`config.mk`:
```
export PLATFORM = sky130hd
export DESIGN_NAME = spirx_burst_ctrl
export DESIGN_NICKNAME = d
export VERILOG_FILES = /design/src/rtl/spirx_burst_ctrl.sv
export SDC_FILE = /design/constraint.sdc
export NUM_CORES = 1
export LEC_CHECK = 0
export CAP_MARGIN = 40
export CORE_MARGIN = 4
export CORE_UTILIZATION = 44
export DETAILED_ROUTE_END_ITERATION = 7
export SLEW_MARGIN = 20
export SYNTH_ARGS = -nofsm -noshare
export SYNTH_HDL_FRONTEND = slang
export SYNTH_SLANG_ARGS = --single-unit
```
`constraint.sdc`:
```
create_clock -name clk -period 3.2 [get_ports clk]
set_input_delay 0.8 -clock clk [delete_from_list [all_inputs] [get_ports clk]]
set_output_delay 0.8 -clock clk [all_outputs]
set_load 0.005 [all_outputs]
```
`src/rtl/spirx_burst_ctrl.sv`:
```
// spirx_burst_ctrl: frames SPI receive words into bursts and buffers the payload in a ring.
// Bursts are committed atomically; an oversized header flushes unread data (self-freshen).
// Optional build macro: SPIRX_BURST_CHECKSUM_EN adds a trailing checksum word per burst.
module spirx_burst_ctrl #(
  parameter int unsigned DEPTH_LOG2 = 4,
  parameter int unsigned TIMEOUT    = 1024,
  parameter logic [3:0]  SYNC       = 4'hA
) (
  input  logic                  clk,
  input  logic                  reset,
  input  logic [15:0]           word_in,
  input  logic                  word_stb,
  output logic [15:0]           dout,
  output logic                  dout_valid,
  input  logic                  dout_ready,
  output logic [DEPTH_LOG2:0]   level,
  output logic                  busy,
  output logic                  burst_done,
  output logic                  burst_err,
  output logic                  overflow,
  input  logic                  clr,
  output logic [7:0]            hdr_err_cnt
);

  localparam int unsigned DEPTH = 2 ** DEPTH_LOG2;
  localparam int unsigned PW    = DEPTH_LOG2 + 1;
  localparam int unsigned TW    = (TIMEOUT > 1) ? $clog2(TIMEOUT) : 1;
  localparam logic [TW-1:0] TmrMax = TW'(TIMEOUT - 1);
  localparam logic [PW-1:0] DepthP = PW'(DEPTH);

  typedef enum logic [1:0] {StIdle, StPayload, StCheck} state_e;

  state_e          state_q, state_d;
  logic [PW-1:0]   wr_ptr_q, wr_ptr_d;
  logic [PW-1:0]   wr_commit_q, wr_commit_d;
  logic [PW-1:0]   rd_ptr_q, rd_ptr_d;
  logic [PW-1:0]   rem_q, rem_d;
  logic [TW-1:0]   tmr_q, tmr_d;
  logic            ovf_q, ovf_d;
  logic [7:0]      herr_q, herr_d;
  logic            done_q, done_d;
  logic            err_q, err_d;
`ifdef SPIRX_BURST_CHECKSUM_EN
  logic [15:0]     csum_q, csum_d;
`endif

  logic [15:0]     mem_q [DEPTH];
  logic            mem_we;
  logic [PW-1:0]   level_w, free_w;
  logic [7:0]      hdr_len;
  logic            hdr_ok, pop;
  logic            unused_hdr_bits;

  assign level_w         = wr_commit_q - rd_ptr_q;
  assign free_w          = DepthP - level_w;
  assign hdr_len         = word_in[7:0];
  assign hdr_ok          = (word_in[15:12] == SYNC) && (hdr_len != 8'd0) &&
                           ({1'b0, hdr_len} <= 9'(DEPTH));
  assign pop             = dout_valid && dout_ready;
  assign unused_hdr_bits = ^word_in[11:8];

  // Next-state: burst sequencing, commit/abort, flush, pops and status counters
  always_comb begin
    state_d     = state_q;
    wr_ptr_d    = wr_ptr_q;
    wr_commit_d = wr_commit_q;
    rd_ptr_d    = rd_ptr_q;
    rem_d       = rem_q;
    tmr_d       = tmr_q;
    ovf_d       = ovf_q;
    herr_d      = herr_q;
    done_d      = 1'b0;
    err_d       = 1'b0;
    mem_we      = 1'b0;
`ifdef SPIRX_BURST_CHECKSUM_EN
    csum_d      = csum_q;
`endif

    if (pop) rd_ptr_d = rd_ptr_q + PW'(1);
    if (clr) begin
      ovf_d  = 1'b0;
      herr_d = 8'd0;
    end

    unique case (state_q)
      StIdle: begin
        if (word_stb) begin
          if (hdr_ok) begin
            rem_d   = PW'(hdr_len);
            tmr_d   = '0;
            state_d = StPayload;
`ifdef SPIRX_BURST_CHECKSUM_EN
            csum_d  = word_in;
`endif
            // Not enough room: drop unread data so the consumer sees only fresh bursts.
            // Overrides any same-cycle pop, and the set beats clr.
            if ({1'b0, hdr_len} > 9'(free_w)) begin
              rd_ptr_d = wr_commit_q;
              ovf_d    = 1'b1;
            end
          end else if (!clr && (herr_q != 8'hFF)) begin
            herr_d = herr_q + 8'd1;
          end
        end
      end
      StPayload: begin
        if (word_stb) begin
          mem_we   = 1'b1;
          wr_ptr_d = wr_ptr_q + PW'(1);
          rem_d    = rem_q - PW'(1);
          tmr_d    = '0;
`ifdef SPIRX_BURST_CHECKSUM_EN
          csum_d   = csum_q + word_in;
          if (rem_q == PW'(1)) state_d = StCheck;
`else
          if (rem_q == PW'(1)) begin
            wr_commit_d = wr_ptr_q + PW'(1);
            done_d      = 1'b1;
            state_d     = StIdle;
          end
`endif
        end else if (tmr_q == TmrMax) begin
          wr_ptr_d = wr_commit_q;
          err_d    = 1'b1;
          state_d  = StIdle;
        end else begin
          tmr_d = tmr_q + TW'(1);
        end
      end
`ifdef SPIRX_BURST_CHECKSUM_EN
      StCheck: begin
        if (word_stb) begin
          state_d = StIdle;
          if (word_in == csum_q) begin
            wr_commit_d = wr_ptr_q;
            done_d      = 1'b1;
          end else begin
            wr_ptr_d = wr_commit_q;
            err_d    = 1'b1;
          end
        end else if (tmr_q == TmrMax) begin
          wr_ptr_d = wr_commit_q;
          err_d    = 1'b1;
          state_d  = StIdle;
        end else begin
          tmr_d = tmr_q + TW'(1);
        end
      end
`endif
      default: state_d = StIdle;
    endcase
  end

  // State registers with synchronous reset; reset discards committed data too
  always_ff @(posedge clk) begin
    if (reset) begin
      state_q     <= StIdle;
      wr_ptr_q    <= '0;
      wr_commit_q <= '0;
      rd_ptr_q    <= '0;
      rem_q       <= '0;
      tmr_q       <= '0;
      ovf_q       <= 1'b0;
      herr_q      <= 8'd0;
      done_q      <= 1'b0;
      err_q       <= 1'b0;
`ifdef SPIRX_BURST_CHECKSUM_EN
      csum_q      <= 16'd0;
`endif
    end else begin
      state_q     <= state_d;
      wr_ptr_q    <= wr_ptr_d;
      wr_commit_q <= wr_commit_d;
      rd_ptr_q    <= rd_ptr_d;
      rem_q       <= rem_d;
      tmr_q       <= tmr_d;
      ovf_q       <= ovf_d;
      herr_q      <= herr_d;
      done_q      <= done_d;
      err_q       <= err_d;
`ifdef SPIRX_BURST_CHECKSUM_EN
      csum_q      <= csum_d;
`endif
    end
  end

  // Payload storage; contents need no reset since pointers gate visibility
  always_ff @(posedge clk) begin
    if (mem_we) mem_q[wr_ptr_q[DEPTH_LOG2-1:0]] <= word_in;
  end

  assign dout        = mem_q[rd_ptr_q[DEPTH_LOG2-1:0]];
  assign dout_valid  = (level_w != '0);
  assign level       = level_w;
  assign busy        = (state_q != StIdle);
  assign burst_done  = done_q;
  assign burst_err   = err_q;
  assign overflow    = ovf_q;
  assign hdr_err_cnt = herr_q;

endmodule

```
# Yosys cells after proc, flatten, opt, wreduce, memory -nomap -nowiden
# Memories as Yosys holds them, arrays and structs flattened. A register that Yosys moved wholly into a read port is not among the register bits.
# Cells that the tools add are included.
[word_totals]
inputBits = 21
mem_bits_rw = 256
latch_bits = 0
reg_bits = 43
romBits = 0
n_memories = 1
elab_cells = 90
[op_classes]
shifts = 0
n_mul = 0
n_lt_le_gt_ge = 2
bitwise = 2
mux = 39
n_eq_ne = 11
div_mod_pow = 0
reduce_logical = 18
addsub = 7
[memory_table]
columns = ["name", "depth", "width", "rd", "rd_ports_with_merged_regs", "write_ports", "line_no", "source"]
rows = [
  ["mem_q", 16, 16, 1, 1, 1, "47", "logic [15:0] mem_q [DEPTH];"],
]
[ops]
columns = ["cell", "n"]
rows = [
  ["5-bit 2-to-1 mux", 10],
  ["10-bit 2-to-1 mux", 4],
  ["8-bit 2-to-1 mux", 5],
  ["10-bit one-hot mux with 2 select lines", 1],
  ["4-bit AND reduction", 3],
  ["1-bit 2-to-1 mux", 11],
  ["10-bit by 1-bit adder with 10-bit output, second input constant", 1],
  ["5-bit by 1-bit adder with 5-bit output, second input constant", 2],
  ["10-bit == test, second input constant", 1],
  ["2-bit 2-to-1 mux", 5],
  ["5-bit one-hot mux with 2 select lines", 1],
  ["3-bit != test, second input constant", 3],
  ["8-bit by 1-bit adder with 8-bit output, second input constant", 1],
  ["8-bit by 5-bit greater-than comparator with 1-bit output", 1],
  ["8-bit by 5-bit <= comparator with 1-bit output, second input constant", 1],
  ["8-bit != test, second input constant", 1],
  ["8-bit nonzero test", 1],
  ["2-bit != test, second input constant", 3],
  ["2-bit nonzero test", 3],
  ["3-bit OR reduction", 2],
  ["5-bit by 1-bit == test with 1-bit output, second input constant", 1],
  ["5-bit nonzero test", 1],
  ["5-bit by 1-bit subtractor with 5-bit output, second input constant", 1],
  ["5-bit subtractor", 1],
  ["other kinds (11)", 15],
]

# Depth between registers and ports, before layout
[logic_depth]
depth_word = 9
ltp_mapped = 16

# Worst setup path after synthesis
# OpenSTA, ideal clock, no wires.
[synth_path]
path_kind = "reg-to-reg"
start = "register rd_ptr_q[1]"
end = "register rd_ptr_q[3]"
t_required_ns = 3.114
stages_incl_launch_ff = 15
setup_slack_ns = -0.314
arrival_time_ns = 3.428
n_path_buf = 3
synth_period_minus_slack_ns = 3.514
cell_sequence = "dfxtp_1 -> clkbuf_1 -> clkbuf_1 -> inv_1 -> fa_1 -> a21o_1 -> a21oi_1 -> xor2_1 -> ha_1 -> ha_1 -> nor2_1 -> a311oi_1 -> nand4_1 -> clkbuf_1 -> a211oi_1"
[synth_between]
elab_chain_len = 8
elab_cells_between_ends = 11
[synth_lines]
columns = ["element", "line_no", "source"]
rows = [
  ["from (decl)", "36", "logic [PW-1:0] rd_ptr_q, rd_ptr_d;"],
  ["from (signal assigned)", "174", "rd_ptr_q <= rd_ptr_d;"],
  ["parallel branches: the longest is 7 deep, another holds 8-bit by 5-bit greater-than comparator with 1-bit output", "--", ""],
  ["5-bit 2-to-1 mux *", "85", "unique case (state_q)"],
]
# Mark *: on every way between the ends.
# A chain may end at the register's enable or synchronous reset.

==> impl_metrics.tcl <==
set metrics [dict create \
    status "finished with violations" \
    violations "setup timing" \
    crit_slowest_cell "mux4_2" \
    async_flop_share 0 \
    seq_power_share 0.412 \
    min_period_ps 3370 \
    worst-setup-path-type "reg -> out" \
    r2r.worst_path.cells 15 \
    cp_num_buf_inv 6 \
    reg2reg_from "rd_ptr_q[0]" \
    multi_input_area_um2 3620 \
    diodes 0 \
    min_path_cells 2 \
    synthTopCellsByArea "edfxtp_1 (63%), mux4_2 (15%), dfxtp_1 (6.9%)" \
    ys_types 52 \
    fp-row-count 60 \
    p_leak_nw 4.98 \
    insertion_delay_ps 560 \
    fin_area_um2 15200 \
    layout-drive-gt1-share 0.308 \
    fin_nets 871 \
    hold_end "rem_q[3]" \
    synth_cells 689 \
    worst_pin_slew_ps 628 \
    placedInstanceArea_um2 13800 \
    ctsHoldBuffers 0 \
    final_cell_mix "edfxtp_1 (256), mux4_2 (80), buf_4 (47)" \
    clkPwrFrac 0.323 \
    yosysTopAreaCellShare 0.628 \
    final_cells 1224 \
    drt_first_pass_iters 4 \
    setup_viol 17 \
    clock_path_buffers 3 \
    worstPathArrival_ps 2570 \
    tns_ps -1060 \
    ys_ff_latch 298 \
    power.internal_mw 7.74 \
    synthToLayoutAreaGrowth_pct 23.8 \
    r2r-end "rd_ptr_q[3]" \
    drt_iter0_markers 590 \
    max_freq_mhz 296 \
    ir_worst_vdd_v 0.000397 \
    wl_per_cell_um 23.3 \
    ys_warn_count 0 \
    ioPinCount 55 \
    core_um2 27200 \
    start_kind "flip-flop" \
    r2r_setup_slack_ps 80 \
    required_ps 2400 \
    cp-end-kind "output port" \
    clk_pin_slew_ps 60 \
    dr_total_vias 6876 \
    die_area_um2 30600 \
    htree_num_levels 1 \
    grt_pass1_wl_um 43900 \
    wl_um 28500 \
    final-hold-violation-count 0 \
    fill_cells 2116 \
    die_w_um 175 \
    layout_commonest_cell "edfxtp_1" \
    crit_top_cell "buf_12" \
    grt_pass1_vias 7318 \
    cts_tree "built" \
    cp_cell_sequence "buf_12 > buf_12 > buf_12 > buf_8 > buf_6 > mux4_2 > mux4_2 > buf_2" \
    synth_top_flop_cell "edfxtp_1" \
    overflow 0 \
    pwr-share-comb 0.265 \
    p_per_area_nw_per_um2 678 \
    crit_family "multiplexers" \
    seqCellArea_um2 8540 \
    initial_core_util 0.451 \
    hold_class "reg -> reg" \
    ys_seq_area_frac 0.696 \
    netlist_area_um2 12300 \
    syn_avg_cell_area_um2 17.8 \
    grt.total_usage 0.187 \
    worstHoldStart "rem_q[3]" \
    rsz0062_at_grt "true" \
    setup_slack_ps -174 \
    grt_max_degree 67 \
    period_share 1.05 \
    io_buffers 54 \
    drv_slew 0 \
    die_h_um 175 \
    route.detailed.drc 0 \
    cts_buffers 31 \
    fin_total_pwr_mw 10.3 \
    max_cap_violations 0 \
    clk_root_buffer_cell "clkbuf_16" \
    critPathMaxStageDelay_ps 500 \
    netlist.top_cell.by_area "edfxtp_1" \
    synth-edff-count 256 \
    switching_share 0.247 \
    clkSinkCount 298 \
    synth_nets 731 \
    via_per_inst 5.62 \
    fin_worst_skew_ps 17.8 \
    place.gp.congestion 0.839 \
    critPathMaxFanout 5 \
    dp_cells 1146 \
    pre_cts_ws_ps 18.0 \
    ant_nets 0 \
    p_sw_mw 2.54 \
    antenna_found_initial 0 \
    dp_hpwl_um 16800 \
    slew_headroom 0.576 \
]
## cell type report
| cell class | instances | area share |
|---|---|---|
| repair buffers | 137 | 0.0989 |
| multi-input cells | 336 | 0.239 |
| flip-flops and latches | 298 | 0.563 |
| clock buffers | 40 | 0.0570 |
| well taps | 372 | 0.0307 |
| clock inverters | 16 | 0.00577 |
| inverters | 25 | 0.00619 |
## repair_timing
item	in CTS	in global routing
pin swaps	2	9
gates cloned	5	1
resized for setup	94	44
setup buffers	16	9
endpoints found under the setup margin	20	26
## registers in the layout (all words and copies together) (netlist names)
signal       count
hdr_err_cnt      8
tmr_q           10
burst_err        1
mem_q          256
wr_commit_q      5
overflow         1
rem_q            5
wr_ptr_q         5
state_q          1
burst_done       1
rd_ptr_q         5
## cell usage after synthesis, types with 16 or more instances
library cell / count
nand3_1: 21
dfxtp_1: 42
clkbuf_1: 20
ha_1: 20
nor2_1: 36
a21oi_1: 17
edfxtp_1: 256
and2_1: 16
nand2_1: 17
mux4_2: 80
inv_1: 24
## worst max path at each step
stage                         startpoint  cells after the start             end
after floorplan              rd_ptr_q[1]                     14     rd_ptr_q[3]
after global placement        word_in[5]                      8  hdr_err_cnt[7]
after global routing         rd_ptr_q[0]                      8         dout[4]
after CTS                 wr_commit_q[0]                     10        level[4]
after detailed placement      word_in[5]                      8  hdr_err_cnt[7]
final                        rd_ptr_q[0]                      8         dout[4]
## per-stage QoR
stage / util / hold WS [ps]
after floorplan: - / 449
final: 0.558 / 485
after global routing: 0.558 / 501
after CTS: 0.556 / 485
after detailed placement: 0.508 / 475
after global placement: 0.508 / 459
## routing by layer
layer | GRT usage | vias up | part of all wire
li1 | - | 3075 | -
met1 | 0.249 | 3572 | 0.42
met2 | 0.332 | 195 | 0.51
met3 | 0.0270 | 34 | 0.050
met4 | 0.0363 | 0 | 0.016
met5 | 0 | - | 0
## worst min-delay path: stages (launching register included)
cell and delay, ps:
dfxtp_1 320, nand2_1 60, a21oi_1 60
## logic make-up (layout without fill, tap and decap cells)
group,after synthesis,after routing,share of synthesized area
DFF,298,298,0.696
and+or+nand+nor,132,132,0.0565
AOI/OAI and AO/OA,83,83,0.0457
muxes,83,83,0.150
buffers and inverters,55,218,0.0174
adders and majority gates,21,21,0.0221
xor gates and xnor gates,17,17,0.0128
## power by group through the flow
stage               registers, mW  logic [mW]  clock network, mW
floorplan                    4.32        1.43                  0
global placement             4.32        2.19                  0
detailed placement           4.32        2.22                  0
CTS                          4.24        2.73               3.40
global route                 4.24        2.94               3.57
finish                       4.24        2.72               3.32
(Power assumes the default switching activity.)
